===== src/rtl/id_stage_pipe.sv =====
// RV32I integer-ALU decode stage: operand forwarding from EX/MEM, load-use
// stall detection and a registered ID/EX boundary with hold, flush and bubbles.
module id_stage_pipe #(
    parameter int XLEN       = 32,
    parameter int REG_ADDR_W = 5,
    parameter int ALUOP_W    = 8,
    parameter int ALUSEL_W   = 3
) (
    input  logic                  clk,
    input  logic                  rst,
    input  logic                  if_valid_i,
    input  logic [XLEN-1:0]       pc_i,
    input  logic [31:0]           inst_i,
    input  logic [XLEN-1:0]       r1_data_i,
    input  logic [XLEN-1:0]       r2_data_i,
    output logic                  r1_enable_o,
    output logic                  r2_enable_o,
    output logic [REG_ADDR_W-1:0] r1_addr_o,
    output logic [REG_ADDR_W-1:0] r2_addr_o,
    input  logic                  ex_w_enable_i,
    input  logic [REG_ADDR_W-1:0] ex_w_addr_i,
    input  logic [XLEN-1:0]       ex_w_data_i,
    input  logic                  ex_is_load_i,
    input  logic                  mem_w_enable_i,
    input  logic [REG_ADDR_W-1:0] mem_w_addr_i,
    input  logic [XLEN-1:0]       mem_w_data_i,
    input  logic                  stall_i,
    input  logic                  flush_i,
    output logic                  stall_req_o,
    output logic                  ex_valid_o,
    output logic [ALUOP_W-1:0]    aluop_o,
    output logic [ALUSEL_W-1:0]   alusel_o,
    output logic [XLEN-1:0]       r1_data_o,
    output logic [XLEN-1:0]       r2_data_o,
    output logic                  w_enable_o,
    output logic [REG_ADDR_W-1:0] w_addr_o,
    output logic                  inst_invalid_o
);

    localparam logic [6:0] OPC_OP_IMM = 7'b0010011;
    localparam logic [6:0] OPC_OP     = 7'b0110011;
    localparam logic [6:0] OPC_LUI    = 7'b0110111;
    localparam logic [6:0] OPC_AUIPC  = 7'b0010111;
    localparam logic [6:0] F7_BASE    = 7'b0000000;
    localparam logic [6:0] F7_ALT     = 7'b0100000;

    localparam logic [ALUOP_W-1:0] EX_NOP_OP  = ALUOP_W'(8'h00);
    localparam logic [ALUOP_W-1:0] EX_ADD_OP  = ALUOP_W'(8'h20);
    localparam logic [ALUOP_W-1:0] EX_SUB_OP  = ALUOP_W'(8'h22);
    localparam logic [ALUOP_W-1:0] EX_AND_OP  = ALUOP_W'(8'h24);
    localparam logic [ALUOP_W-1:0] EX_OR_OP   = ALUOP_W'(8'h25);
    localparam logic [ALUOP_W-1:0] EX_XOR_OP  = ALUOP_W'(8'h26);
    localparam logic [ALUOP_W-1:0] EX_SLT_OP  = ALUOP_W'(8'h2a);
    localparam logic [ALUOP_W-1:0] EX_SLTU_OP = ALUOP_W'(8'h2b);
    localparam logic [ALUOP_W-1:0] EX_SLL_OP  = ALUOP_W'(8'h7c);
    localparam logic [ALUOP_W-1:0] EX_SRL_OP  = ALUOP_W'(8'h02);
    localparam logic [ALUOP_W-1:0] EX_SRA_OP  = ALUOP_W'(8'h03);

    localparam logic [ALUSEL_W-1:0] EX_RES_NOP   = ALUSEL_W'(3'd0);
    localparam logic [ALUSEL_W-1:0] EX_RES_LOGIC = ALUSEL_W'(3'd1);
    localparam logic [ALUSEL_W-1:0] EX_RES_SHIFT = ALUSEL_W'(3'd2);
    localparam logic [ALUSEL_W-1:0] EX_RES_ARITH = ALUSEL_W'(3'd4);

    logic [6:0]            opcode;
    logic [2:0]            funct3;
    logic [6:0]            funct7;
    logic [REG_ADDR_W-1:0] rs1;
    logic [REG_ADDR_W-1:0] rs2;
    logic [REG_ADDR_W-1:0] rd;
    logic signed [11:0]    imm_i12;
    logic signed [31:0]    imm_u32;
    logic [XLEN-1:0]       imm_i;
    logic [XLEN-1:0]       imm_u;
    logic [XLEN-1:0]       shamt;
    logic [XLEN-1:0]       fwd1;
    logic [XLEN-1:0]       fwd2;

    logic                  dec_legal;
    logic                  dec_use1;
    logic                  dec_use2;
    logic [ALUOP_W-1:0]    dec_aluop;
    logic [ALUSEL_W-1:0]   dec_alusel;
    logic [XLEN-1:0]       dec_op1;
    logic [XLEN-1:0]       dec_op2;
    logic                  dec_valid;
    logic                  load_hit;

    assign opcode  = inst_i[6:0];
    assign funct3  = inst_i[14:12];
    assign funct7  = inst_i[31:25];
    assign rs1     = REG_ADDR_W'(inst_i[19:15]);
    assign rs2     = REG_ADDR_W'(inst_i[24:20]);
    assign rd      = REG_ADDR_W'(inst_i[11:7]);
    assign imm_i12 = inst_i[31:20];
    assign imm_u32 = {inst_i[31:12], 12'b0};
    assign imm_i   = XLEN'(imm_i12);
    assign imm_u   = XLEN'(imm_u32);
    assign shamt   = XLEN'(inst_i[24:20]);

    assign r1_addr_o = rs1;
    assign r2_addr_o = rs2;

    // x0 reads are hard-wired zero; EX results are younger than MEM results.
    assign fwd1 = (rs1 == '0) ? '0 :
                  (ex_w_enable_i  && ex_w_addr_i  == rs1) ? ex_w_data_i  :
                  (mem_w_enable_i && mem_w_addr_i == rs1) ? mem_w_data_i : r1_data_i;
    assign fwd2 = (rs2 == '0) ? '0 :
                  (ex_w_enable_i  && ex_w_addr_i  == rs2) ? ex_w_data_i  :
                  (mem_w_enable_i && mem_w_addr_i == rs2) ? mem_w_data_i : r2_data_i;

    always_comb begin
        dec_legal  = 1'b0;
        dec_use1   = 1'b0;
        dec_use2   = 1'b0;
        dec_aluop  = EX_NOP_OP;
        dec_alusel = EX_RES_NOP;
        dec_op1    = '0;
        dec_op2    = '0;
        case (opcode)
            OPC_OP_IMM: begin
                dec_legal = 1'b1;
                dec_use1  = 1'b1;
                dec_op1   = fwd1;
                dec_op2   = imm_i;
                case (funct3)
                    3'b000: begin dec_aluop = EX_ADD_OP;  dec_alusel = EX_RES_ARITH; end
                    3'b010: begin dec_aluop = EX_SLT_OP;  dec_alusel = EX_RES_ARITH; end
                    3'b011: begin dec_aluop = EX_SLTU_OP; dec_alusel = EX_RES_ARITH; end
                    3'b100: begin dec_aluop = EX_XOR_OP;  dec_alusel = EX_RES_LOGIC; end
                    3'b110: begin dec_aluop = EX_OR_OP;   dec_alusel = EX_RES_LOGIC; end
                    3'b111: begin dec_aluop = EX_AND_OP;  dec_alusel = EX_RES_LOGIC; end
                    3'b001: begin
                        dec_op2    = shamt;
                        dec_aluop  = EX_SLL_OP;
                        dec_alusel = EX_RES_SHIFT;
                        dec_legal  = (funct7 == F7_BASE);
                    end
                    default: begin
                        dec_op2    = shamt;
                        dec_alusel = EX_RES_SHIFT;
                        dec_aluop  = (funct7 == F7_ALT) ? EX_SRA_OP : EX_SRL_OP;
                        dec_legal  = (funct7 == F7_BASE) || (funct7 == F7_ALT);
                    end
                endcase
            end
            OPC_OP: begin
                dec_use1 = 1'b1;
                dec_use2 = 1'b1;
                dec_op1  = fwd1;
                dec_op2  = fwd2;
                if (funct7 == F7_BASE) begin
                    dec_legal = 1'b1;
                    case (funct3)
                        3'b000:  begin dec_aluop = EX_ADD_OP;  dec_alusel = EX_RES_ARITH; end
                        3'b001:  begin dec_aluop = EX_SLL_OP;  dec_alusel = EX_RES_SHIFT; end
                        3'b010:  begin dec_aluop = EX_SLT_OP;  dec_alusel = EX_RES_ARITH; end
                        3'b011:  begin dec_aluop = EX_SLTU_OP; dec_alusel = EX_RES_ARITH; end
                        3'b100:  begin dec_aluop = EX_XOR_OP;  dec_alusel = EX_RES_LOGIC; end
                        3'b101:  begin dec_aluop = EX_SRL_OP;  dec_alusel = EX_RES_SHIFT; end
                        3'b110:  begin dec_aluop = EX_OR_OP;   dec_alusel = EX_RES_LOGIC; end
                        default: begin dec_aluop = EX_AND_OP;  dec_alusel = EX_RES_LOGIC; end
                    endcase
                end else if (funct7 == F7_ALT && funct3 == 3'b000) begin
                    dec_legal  = 1'b1;
                    dec_aluop  = EX_SUB_OP;
                    dec_alusel = EX_RES_ARITH;
                end else if (funct7 == F7_ALT && funct3 == 3'b101) begin
                    dec_legal  = 1'b1;
                    dec_aluop  = EX_SRA_OP;
                    dec_alusel = EX_RES_SHIFT;
                end
            end
            OPC_LUI: begin
                dec_legal  = 1'b1;
                dec_op2    = imm_u;
                dec_aluop  = EX_OR_OP;
                dec_alusel = EX_RES_LOGIC;
            end
            OPC_AUIPC: begin
                dec_legal  = 1'b1;
                dec_op1    = pc_i;
                dec_op2    = imm_u;
                dec_aluop  = EX_ADD_OP;
                dec_alusel = EX_RES_ARITH;
            end
            default: dec_legal = 1'b0;
        endcase
    end

    assign dec_valid   = if_valid_i && dec_legal;
    assign r1_enable_o = dec_valid && dec_use1;
    assign r2_enable_o = dec_valid && dec_use2;

    // A load in EX has no data yet, so a consumer must wait one cycle.
    assign load_hit = ex_is_load_i && ex_w_enable_i && (ex_w_addr_i != '0) &&
                      ((r1_enable_o && ex_w_addr_i == rs1) ||
                       (r2_enable_o && ex_w_addr_i == rs2));
    assign stall_req_o = if_valid_i && load_hit && !rst && !flush_i;

    always_ff @(posedge clk) begin
        if (rst || flush_i) begin
            ex_valid_o     <= 1'b0;
            aluop_o        <= EX_NOP_OP;
            alusel_o       <= EX_RES_NOP;
            r1_data_o      <= '0;
            r2_data_o      <= '0;
            w_enable_o     <= 1'b0;
            w_addr_o       <= '0;
            inst_invalid_o <= 1'b0;
        end else if (stall_i) begin
            inst_invalid_o <= 1'b0;
        end else if (dec_valid && !stall_req_o) begin
            ex_valid_o     <= 1'b1;
            aluop_o        <= dec_aluop;
            alusel_o       <= dec_alusel;
            r1_data_o      <= dec_op1;
            r2_data_o      <= dec_op2;
            w_enable_o     <= 1'b1;
            w_addr_o       <= rd;
            inst_invalid_o <= 1'b0;
        end else begin
            // Load-use bubble, empty slot, or a dropped illegal instruction.
            ex_valid_o     <= 1'b0;
            aluop_o        <= EX_NOP_OP;
            alusel_o       <= EX_RES_NOP;
            r1_data_o      <= '0;
            r2_data_o      <= '0;
            w_enable_o     <= 1'b0;
            w_addr_o       <= '0;
            inst_invalid_o <= if_valid_i && !dec_legal;
        end
    end

endmodule


===== config.mk =====
export PLATFORM = sky130hd
export DESIGN_NAME = id_stage_pipe
export DESIGN_NICKNAME = d
export VERILOG_FILES = /design/src/rtl/id_stage_pipe.sv
export SDC_FILE = /design/constraint.sdc
export NUM_CORES = 1
export LEC_CHECK = 0
export BUFFER_PORTS_ARGS = -buffer_cell sky130_fd_sc_hd__clkbuf_2
export CORE_AREA = 2 2 118 120
export CTS_CLUSTER_SIZE = 12
export DETAILED_ROUTE_END_ITERATION = 16
export DIE_AREA = 0 0 120 122
export GPL_ROUTABILITY_DRIVEN = 1
export PLACE_DENSITY = 0.9
export SLEW_MARGIN = 15
export SYNTH_ARGS = -nofsm -noshare
export SYNTH_HDL_FRONTEND = slang
export SYNTH_SLANG_ARGS = --single-unit

===== constraint.sdc =====
create_clock -name clk -period 5.73 [get_ports clk]
set_clock_uncertainty 0.2 [all_clocks]
set_input_delay 1.146 -clock clk [delete_from_list [all_inputs] [get_ports clk]]
set_output_delay 1.146 -clock clk [all_outputs]
set_load 0.005 [all_outputs]

======== Word-level counts from Yosys, hierarchy flattened ========
Index checks and enable logic that the tools add are counted.
operators by class
  add/sub/neg operators ................... 0
  order comparisons ....................... 0
  multiply operators ...................... 0
  divide/modulo/power cells ............... 0
  multiplexer cells ....................... 35
  bitwise gates (word level) .............. 0
  equality and inequality tests ........... 16
  reduce and logical (&&, ||, !) cells .... 38
  shift operators ......................... 0
operators with widths
  cell                  number
  $mux W32              9
  $pmux W7 S7           2
  $pmux W32 S3          1
  $pmux W32 S2          1
  $pmux W8 S4           1
  $eq A7 B6 Y1 const B  3
  $eq A5 B5 Y1          4
  $logic_and A1 B1 Y1   19
  $mux W8               2
  $eq A7 B5 Y1 const B  2
  $eq A3 B3 Y1 const B  4
  $pmux W3 S2           2
  $pmux W3 S4           1
  $logic_not A5 Y1      2
  $mux W3               3
  $reduce_or A3 Y1      3
  $logic_not A7 Y1      1
  $mux W1               7
  $eq A3 B2 Y1 const B  2
  $mux W6               1
  $reduce_or A2 Y1      3
  $reduce_or A6 Y1      1
  $mux W5               1
  $reduce_bool A5 Y1    1
  other kinds (7)       13
storage, ports and cells
  bits in registers ....................... 82
  bits in writable memories ............... 0
  output and inout port bits .............. 96
  input bits .............................. 210
  memories ................................ 0
  word-level logic and storage cells ...... 96
  bits in read-only memories .............. 0
  latch bits .............................. 0

======== Logic depth before layout (Yosys ltp) ========
Gate-level depths: netlist (run 1).
  depth in word-level cells ............... 17
  gate-level depth with buffers ........... 10
  gate-level depth less buffers ........... 6

======== Least setup slack after synthesis (run 1) ========
Ideal clock, no wire load.
  path kind ............................... input to output
  start ................................... input inst_i[25]
  end ..................................... output stall_req_o
  required time ........................... 4384 ps
  arrival time ............................ 2607 ps
  buffers on the path ..................... 1
  setup slack ............................. 1777 ps
  stages .................................. 6
  path through ............................ or4_4 -> nor3_2 -> and4_1 -> or2_1 -> buf_6 -> o211a_1
between the ends
  longest elaborated chain between the ends .. 14
  elaborated cells between the ends (all ways) .. 20
  those cells by class .................... eq/ne: 1; mux: 5; reduce/logical: 14
RTL lines
  item                                line           text
  start: declaration                  13             input logic [31:0] inst_i,
  $eq A7 B6 Y1                        142, 163, 167
  $logic_and A1 B1 Y1                 167            end else if (funct7 == F7_ALT && funct3 == 3'b101) begin
  $mux W1                             167
  $mux W1                             163            end else if (funct7 == F7_ALT && funct3 == 3'b000) begin
  $mux W1                             151            if (funct7 == F7_BASE) begin
  $pmux W1 S3 *                       119            case (opcode)
  $logic_and A1 B1 Y1 *               190            assign dec_valid = if_valid_i && dec_legal;
  $logic_and A1 B1 Y1 *               192            assign r2_enable_o = dec_valid && dec_use2;
  named net r2_enable_o               17             output logic r2_enable_o,
  $logic_and A1 B1 Y1 *               197            (r2_enable_o && ex_w_addr_i == rs2));
  $logic_or A1 B1 Y1 *                196            ((r1_enable_o && ex_w_addr_i == rs1) ||
  $logic_and A1 B1 Y1 *               195            assign load_hit = ex_is_load_i && ex_w_enable_i && (ex_w_addr_i != '0) &&
  $logic_and A1 B1 Y1 * (3 in a row)  198            assign stall_req_o = if_valid_i && load_hit && !rst && !flush_i;
  end: declaration                    29             output logic stall_req_o,
Mark *: on every way through the listed nets, which the timed path passes. The rest lies on a longest branch.

======== Worst setup path in the final report (run 1) ========
  start ................................... input inst_i[25]
  end ..................................... output r1_enable_o
between the ends
  longest elaborated chain between the ends .. 8
  elaborated cells between the ends (all ways) .. 12
  those cells by class .................... eq/ne: 1; mux: 5; reduce/logical: 6
RTL lines
  item                   line           text
  $eq A7 B6 Y1           142, 163, 167
  $logic_and A1 B1 Y1    167
  $mux W1                167
  $mux W1                163
  $mux W1                151
  $pmux W1 S3 *          119
  $logic_and A1 B1 Y1 *  190
  $logic_and A1 B1 Y1 *  191            assign r1_enable_o = dec_valid && dec_use1;
  end: declaration       16             output logic r1_enable_o,
Mark *: on every way between the ends. The rest lies on a longest branch, timed or not.

==> results of run 1 <==
[metrics by stage]
stage	hold slack, ns	area (um^2)	worst slack, ns	cells	util [%]
final	0.259	7550	1.14	1136	55.9
after global routing	0.286	7550	1.08	1136	55.9
after CTS	0.263	7540	1.21	1134	55.8
after detailed placement	0.247	7220	1.20	1118	53.5
after global placement	0.236	7220	1.25	1118	53.5
after floorplan	0.249	5820	1.78	702	-
[worst reg2reg max path, stage by stage, from the launching register on]
cell	delay, ns
dfxtp_1	0.36
a221oi_1	0.51
a221oi_2	0.11
[registers in the layout, summed over array words and instances, names as in the netlist]
register and count:
alusel_o 3, aluop_o 6, r1_data_o 32, r2_data_o 32
inst_invalid_o 1, w_addr_o 5, w_enable_o 1
[kinds of logic after synthesis]
kind of cell,after synthesis
AND/OR/NAND/NOR,242
AO/OA/AOI/OAI,177
buffers and inverters,114
flip-flops,80
multiplexers,65
XOR/XNOR,23
other,1
[cells in the final DEF, fill, tap and decap left out, types with 5 or more instances in the layout]
cell type	n
mux2_2	32
xnor2_1	15
and3_1	7
inv_1	40
o211ai_1	6
a31o_2	19
buf_4	6
o21ai_0	41
nand4_1	17
a21oi_1	7
mux2i_1	33
nor2_1	18
nor3_1	17
a22o_1	7
a221oi_2	14
o221ai_1	5
xor2_1	8
o221ai_2	30
a221oi_1	22
dfxtp_1	80
clkbuf_16	9
nand3_1	32
a31oi_1	12
clkbuf_2	304
nand2_1	120
[cell type report]
class,instances,area share (%)
repair buffers,310,20.8
well taps,180,2.98
flip-flops and latches,80,21.2
clock inverters,7,1.26
diodes,2,0.0663
inverters,40,1.99
multi-input cells,508,48.7
clock buffers,9,2.98
[layer usage]
layer,track usage (%),vias to the layer above
li1,-,3086
met4,13.1,0
met5,0,-
met2,53.6,444
met3,4.73,53
met1,38.4,3128
[power groups by stage]
stage,registers (mW),logic (mW),clock network (mW)
2_1_floorplan,0.569,0.111,0
3_3_place_gp,0.569,0.227,0
3_5_place_dp,0.569,0.229,0
4_1_cts,0.556,0.230,0.647
5_1_grt,0.556,0.253,0.668
6_report,0.556,0.234,0.637
[final timing paths]
kind | startpoint | end | slack (ns) | depth (start not counted)
setup / recovery | inst_i[25] | r1_enable_o | 1.14 | 7
hold / removal | alusel_o[0] | alusel_o[0] | 0.26 | 2
hold reg to reg | alusel_o[0] | alusel_o[0] | 0.26 | 2
setup reg to reg | r2_data_o[25] | r2_data_o[25] | 4.41 | 2
==> out/metrics.cfg, run 1 <==
[status]
outcome=complete, no violations

[logic_synthesis]
synth_fa_ha_area_share_pct=0
yosys-top-cells-count=nand2_1, dfxtp_1, clkbuf_1
synth_top_family_by_area=compound AO/OA/AOI/OAI gates
syn_area_um2=5820
synth_compound_area_share_pct=27.7
synth_area_leader_cell=dfxtp_1
synth-edff-count=0
ys_seq_area_share_pct=27.5
netlist_instances=702
ys.flop_type=dfxtp_1
synth_cell_types=53
synth_top_area_share_pct=27.5
ys_async_sr_fraction_pct=0
synthMuxAreaShare_pct=11.9
synth.area.top_cells=dfxtp_1, nand2_1, o221ai_2
yosys.area_share.simple_pct=19.9
yosysMostFrequentCell=nand2_1
synth_nets=912
synth_xor_area_share_pct=3.46
ys_ff_latch=80
synth_warnings=0
avgSynthCellArea_um2=8.29

[job]
drv_cap=0

[timing]
slew_headroom_pct=26.1
period_share_pct=80.1
slew_violations=0
fmax_mhz=218
tns_ns=0
hold_viol=0
layout_min_cycle_time_ns=4.59
rsz0062_at_grt=no
setup_violations=0
worst_pin_slew_ns=1.10

[placed_design]
gp_congestion=0.955
io_buffers=304
dpl.hpwl_um=18000

[pwr]
power.switching_mw=0.388
clock_power_share_pct=44.7
power.internal_mw=1.04
power_mw=1.43
ir_drop_uv=149
seq_power_share_pct=39.0
power_density_nw_per_um2=189
p_comb_share_pct=16.4
p_leak_nw=3.49
swShare_pct=27.2

[grt]
gr-total-overflow=0
antenna_found_initial=2
grt_usage_pct=31.0
grt_max_degree=53
grt_pass1_vias=6238
grt_first_pass_wirelength_um=34600

[setup_path]
arrival_ns=3.24
end_kind=output port
criticalPathCategory=in -> out
critPathTopFamily=simple AND/OR/NAND/NOR gates
cp.required_ns=4.38
startpoint_type=input port
max_stage_delay_ns=0.55
slowest_stage=or4_4
cpMostUsedCell=clkbuf_2
critPathMaxFanout=8
crit_buf_inv=2
path_cells=clkbuf_2 > or4_4 > nor3_2 > and4_1 > or2_1 > nor2b_1 > clkbuf_2

[cells_and_area]
fillCellCount=1247
layout-drive-gt1-share_pct=45.7
nNetsFinal=1159
area_growth_pct=29.6
multiInputGateArea_um2=3680
ff_latch_area_um2=1600

[clock_tree]
clk_transition_reported_paths_ns=0.07
cts_resized=0
tritoncts=done
clkLatencyLatePin_ns=0.34
htree_levels=3
cts_made_buffers=9
cts_root_buf=clkbuf_16
hold_buffers=0
cts_sinks=80
cts_setup_buffers=0
cts_buffer_depth=2

[floorplanning]
io_pins=306
initial_core_util_pct=43.1
coreArea_um2=13500
dieArea_um2=14600
rows=43
die_h_um=122
die_w_um=120

[detailed_routing]
route.met3.wl_um=2030
vias=6711
maxUsedRoutingLayer=met4
wl_um=23300
vias_per_cell=5.91
first_pass_iters=5
initialDrtViolationCount=638
wl_per_cell_um=20.5
wl_met2_um=11300
wl_met1_um=9220
drcViolationCount=0
ant_nets=0

[min_path]
min_path_type=reg -> reg

(Power assumes the default switching activity.)
==> run 2: changes to the inputs <==
--- a/config.mk
+++ b/config.mk
@@ -6,10 +6,10 @@
 export NUM_CORES = 1
 export LEC_CHECK = 0
 export BUFFER_PORTS_ARGS = -buffer_cell sky130_fd_sc_hd__clkbuf_2
-export CORE_AREA = 2 2 118 120
+export CORE_MARGIN = 2
+export CORE_UTILIZATION = 42
 export CTS_CLUSTER_SIZE = 12
 export DETAILED_ROUTE_END_ITERATION = 16
-export DIE_AREA = 0 0 120 122
 export GPL_ROUTABILITY_DRIVEN = 1
 export PLACE_DENSITY = 0.9
 export SLEW_MARGIN = 15
==> constraint.sdc (replaced) <==
create_clock -name clk -period 3.8 [get_ports clk]
set_clock_uncertainty 0.2 [all_clocks]
set_input_delay 0.76 -clock clk [delete_from_list [all_inputs] [get_ports clk]]
set_output_delay 0.76 -clock clk [all_outputs]
set_load 0.005 [all_outputs]
==> run 2 against run 1 <==
Compared with the run above:
- cell area is 2.6% higher
- worst hold slack worse by 0.0061 ns
- cell count increased by 1.6%
- first-iteration DRC count rose by 0.63%
- sequential power increased by 51%
- largest power group unchanged
==> out/metrics.cfg, run 2 (synthesis gave the netlist of run 1 again) <==
[clock_tree]
tritoncts=done
cts_resized=0
htree_levels=3
clk_transition_reported_paths_ns=0.06
clkLatencyLatePin_ns=0.34
cts_sinks=80
cts_root_buf=clkbuf_16
hold_buffers=0
cts_setup_buffers=0
cts_buffer_depth=2
cts_made_buffers=9

[floorplanning]
rows=43
die_w_um=122
coreArea_um2=13700
dieArea_um2=14800
initial_core_util_pct=42.4
io_pins=306
die_h_um=122

[grt]
use_met2_pct=49.4
grt_pass1_vias=6336
globalRoute.busiestLayer=met2
grt_usage_pct=29.6
gr-total-overflow=0
grt_first_pass_wirelength_um=33900
global_route.usage.met1_pct=38.5
antenna_found_initial=0
grt_use_met3_pct=5.34
grt_max_degree=53

[setup_path]
end_kind=output port
arrival_ns=2.55
path_cells=clkbuf_2 > or4_4 > o41ai_2 > o2111a_1 > or2_1 > o211a_1 > clkbuf_2
critPathMaxFanout=3
cpMostUsedCell=clkbuf_2
critPathTopFamily=compound AO/OA/AOI/OAI gates
criticalPathCategory=in -> out
max_stage_delay_ns=0.55
startpoint_type=input port
cp.required_ns=2.84
slowest_stage=or4_4
crit_buf_inv=2

[timing]
fmax_mhz=285
worst_pin_slew_ns=0.897
fin_ws_ns=0.290
rsz0062_at_grt=no
period_share_pct=92.4
slew_headroom_pct=40.2
layout_min_cycle_time_ns=3.51
hold_viol=0
setup_violations=0
slew_violations=0
tns_ns=0

[cells_and_area]
area_growth_pct=32.9
layout-drive-gt1-share_pct=46.8
largestRegisters=r1_data_o x32, r2_data_o x32, aluop_o x6
final_cell_mix=clkbuf_2, nand2_1, dfxtp_1
nNetsFinal=1179
final_cells=1154
ff_latch_area_um2=1600
final_common_cell=clkbuf_2
multiInputGateArea_um2=3680
fillCellCount=1266
diodes=0

[placed_design]
gp_congestion=0.982
dp_slack_ns=0.342
dpl.hpwl_um=18000
place_inst=1138
io_buffers=304

[pwr]
ir_drop_uv=192
power_density_nw_per_um2=281
p_leak_nw=3.61

[detailed_routing]
first_pass_iters=5
vias=6840
vias_per_cell=5.93
wl_um=22600
ant_nets=0
wl_per_cell_um=19.6
initialDrtViolationCount=642
drcViolationCount=0

[job]
drv_cap=0

[status]
outcome=complete, no violations

[min_path]
min_path_type=reg -> reg

==> run 2: cell count changes in the layout (fill, tap and decap cells not counted), sizes merged <==
| cell | change |
|---|---|
| clkinvlp | -1 |
| clkbuf | +2 |
| diode | -2 |
| buf | +20 |
| inv | -1 |
==> run 2: metal layers <==
| metal | routed length, um | vias to the layer above |
|---|---|---|
| li1 | - | 3120 |
| met1 | 9160 | 3220 |
| met2 | 10800 | 446 |
| met3 | 2080 | 54 |
| met4 | 617 | 0 |
| met5 | 0 | - |
==> run 2: layout make-up <==
| class | count | share of cell area (%) |
|---|---|---|
| tap | 180 | 2.91 |
| clock inverter | 5 | 1.02 |
| multi-input combinational | 508 | 47.5 |
| clock buffer | 11 | 3.27 |
| sequential | 80 | 20.7 |
| timing repair buffer | 330 | 22.7 |
| inverter | 40 | 1.94 |
==> run 2: path summary, 6_finish.rpt <==
kind	from	end	slack (ns)	cells past startpoint
setup / recovery	inst_i[25]	stall_req_o	0.29	7
hold reg to reg	aluop_o[5]	aluop_o[5]	0.25	2
setup reg to reg	r2_data_o[25]	r2_data_o[25]	2.47	2
hold / removal	aluop_o[5]	aluop_o[5]	0.25	2
==> run 2: tightest hold or removal path: stages, from the launching register on <==
cell and delay, ns:
dfxtp_1 0.32, nand2_1 0.04, o21ai_0 0.06
==> run 2: report_power, final <==
group / leakage (nW) / switching [mW] / internal, mW
Clock: 0.165 / 0.364 / 0.611
Combinational: 2.80 / 0.202 / 0.159
Sequential: 0.644 / 0.000145 / 0.839
==> run 2: per-stage QoR <==
step	utilization [%]	hold slack (ns)	total power, mW	cell area, um^2
floorplan	-	0.249	1.03	5820
global placement	54.0	0.238	1.21	7410
detailed placement	54.0	0.243	1.21	7410
CTS	56.4	0.257	2.19	7740
global route	56.4	0.288	2.25	7740
finish	56.4	0.253	2.17	7740
==> run 3: changes to the inputs <==
--- a/config.mk
+++ b/config.mk
@@ -5,9 +5,10 @@
 export SDC_FILE = /design/constraint.sdc
 export NUM_CORES = 1
 export LEC_CHECK = 0
+export ABC_AREA = 1
 export BUFFER_PORTS_ARGS = -buffer_cell sky130_fd_sc_hd__clkbuf_2
 export CORE_MARGIN = 2
-export CORE_UTILIZATION = 42
+export CORE_UTILIZATION = 43
 export CTS_CLUSTER_SIZE = 12
 export DETAILED_ROUTE_END_ITERATION = 16
 export GPL_ROUTABILITY_DRIVEN = 1
==> run 3 against run 2 <==
Compared with the run above:
- maximum frequency increased by 10%
- global-route usage increased by 5.6 points
- via count increased by 29%
- largest cell class unchanged
- highest routed layer unchanged
- combinational power increased by 20%
==> out/metrics.cfg, run 3 <==
[cells_and_area]
nNetsFinal=1543
final_cell_mix=nand2_1, clkbuf_2, nand3_1
largestRegisters=r1_data_o x32, r2_data_o x32, aluop_o x6
final_common_cell=nand2_1
layout-drive-gt1-share_pct=30.5
area_growth_pct=28.5
fin_util_pct=57.0
diodes=0
final_cells=1521

[pwr]
power.internal_mw=1.57
power_mw=2.23
power_density_nw_per_um2=267
ir_drop_uv=182
p_comb_share_pct=19.5
clock_power_share_pct=42.8
power.switching_mw=0.661
swShare_pct=29.7
seq_power_share_pct=37.7
p_leak_nw=4.13

[logic_synthesis]
synth_area_leader_cell=dfxtp_1
synth_fa_ha_area_share_pct=0
netlist_instances=1091
synth_top_family_by_area=simple AND/OR/NAND/NOR gates
ys_seq_area_share_pct=24.7
synth_warnings=0
synth-edff-count=0
synth_nets=1301
synth_compound_area_share_pct=10.7
yosysMostFrequentCell=nand2_1
synth_xor_area_share_pct=0.809
synth_cell_types=39
yosys.area_share.simple_pct=50.9
synthMuxAreaShare_pct=0
yosys-top-cells-count=nand2_1, nand3_1, inv_1
ys_ff_latch=80
synth.area.top_cells=dfxtp_1, nand2_1, nand3_1
synth_top_area_share_pct=24.7
ys_async_sr_fraction_pct=0
syn_area_um2=6490
avgSynthCellArea_um2=5.95
ys.flop_type=dfxtp_1

[clock_tree]
hold_buffers=0
cts_root_buf=clkbuf_16
tritoncts=done
cts_setup_buffers=0
clk_transition_reported_paths_ns=0.06
cts_buffer_depth=2
cts_resized=0
clkLatencyLatePin_ns=0.35
cts_made_buffers=9
cts_sinks=80
htree_levels=3

[setup_path]
cp.required_ns=2.84
arrival_ns=2.23
critPathMaxFanout=7
criticalPathCategory=in -> out
startpoint_type=input port
end_kind=output port

[floorplanning]
rows=44
dieArea_um2=16100
coreArea_um2=14600
initial_core_util_pct=44.3
die_h_um=127
die_w_um=127
io_pins=306

[timing]
fmax_mhz=314
slew_headroom_pct=36.8
rsz0062_at_grt=no
tns_ns=0
slew_violations=0
fin_ws_ns=0.613
worst_pin_slew_ns=0.948
period_share_pct=83.9
layout_min_cycle_time_ns=3.19
hold_viol=0
setup_violations=0

[grt]
grt_max_degree=80
grt_usage_pct=35.2
grt_pass1_vias=8368
antenna_found_initial=0
grt_first_pass_wirelength_um=44600
gr-total-overflow=0

[detailed_routing]
wl_um=28800
initialDrtViolationCount=976
drcViolationCount=0
vias=8854
wl_per_cell_um=18.9
vias_per_cell=5.82
ant_nets=0
first_pass_iters=6

[min_path]
min_path_type=reg -> reg

[placed_design]
place_inst=1506
gp_congestion=1.00
dp_slack_ns=0.439
io_buffers=304
dpl.hpwl_um=21100

[job]
drv_cap=0

[status]
outcome=complete, no violations

run 3: worst max-delay path, stage by stage:
cell and delay [ns]:
clkbuf_2 0.10, inv_1 0.16, nand2_2 0.15, nor2_4 0.21, nand3_2 0.11, nand2_1 0.09
nand2_2 0.06, nand3_2 0.12, nand4_1 0.10, nand2_1 0.13, nand2_4 0.08, inv_1 0.05
clkbuf_2 0.10
run 3: worst paths after layout:
check | startpoint | to | slack, ns | depth (start not counted)
worst min-delay path | r1_data_o[0] | r1_data_o[0] | 0.27 | 2
worst min register to register | r1_data_o[0] | r1_data_o[0] | 0.27 | 2
worst max-delay path | inst_i[13] | stall_req_o | 0.61 | 13
worst max register to register | r2_data_o[1] | r2_data_o[1] | 2.92 | 2
run 3: power by group through the flow:
| stage | registers, mW | clock network, mW | logic (mW) |
|---|---|---|---|
| finish | 0.839 | 0.954 | 0.434 |
| global route | 0.838 | 0.994 | 0.471 |
| CTS | 0.839 | 0.968 | 0.425 |
| detailed placement | 0.858 | 0 | 0.423 |
| global placement | 0.858 | 0 | 0.421 |
| floorplan | 0.858 | 0 | 0.209 |
run 3: through the flow:
step | hold slack [ns] | cell area [um^2]
2_1_floorplan | 0.253 | 6490
3_3_place_gp | 0.251 | 8030
3_5_place_dp | 0.258 | 8030
4_1_cts | 0.267 | 8350
5_1_grt | 0.285 | 8350
6_report | 0.267 | 8350
run 3: cells by family after synthesis:
kind of cell,Yosys count
other,1
buffers and inverters,190
flip-flops,80
AND/OR/NAND/NOR,688
AO/OA/AOI/OAI,126
XOR/XNOR,6
run 3: layout make-up:
cell class	count	area (um^2)
fillers	1491	6300
multi-input cells	821	4120
repair buffers	332	1750
flip-flops and latches	80	1600
inverters	89	334
well taps	184	230
clock buffers	10	229
clock inverters	5	82.6
run 3: routing by layer:
metal  track usage, %  part of all wire [%]  wire (um)
met1             45.2                    40      11500
met2             58.2                    46      13300
met3             6.54                    10       2960
met4             14.2                   3.8       1080
met5                0                     0          0
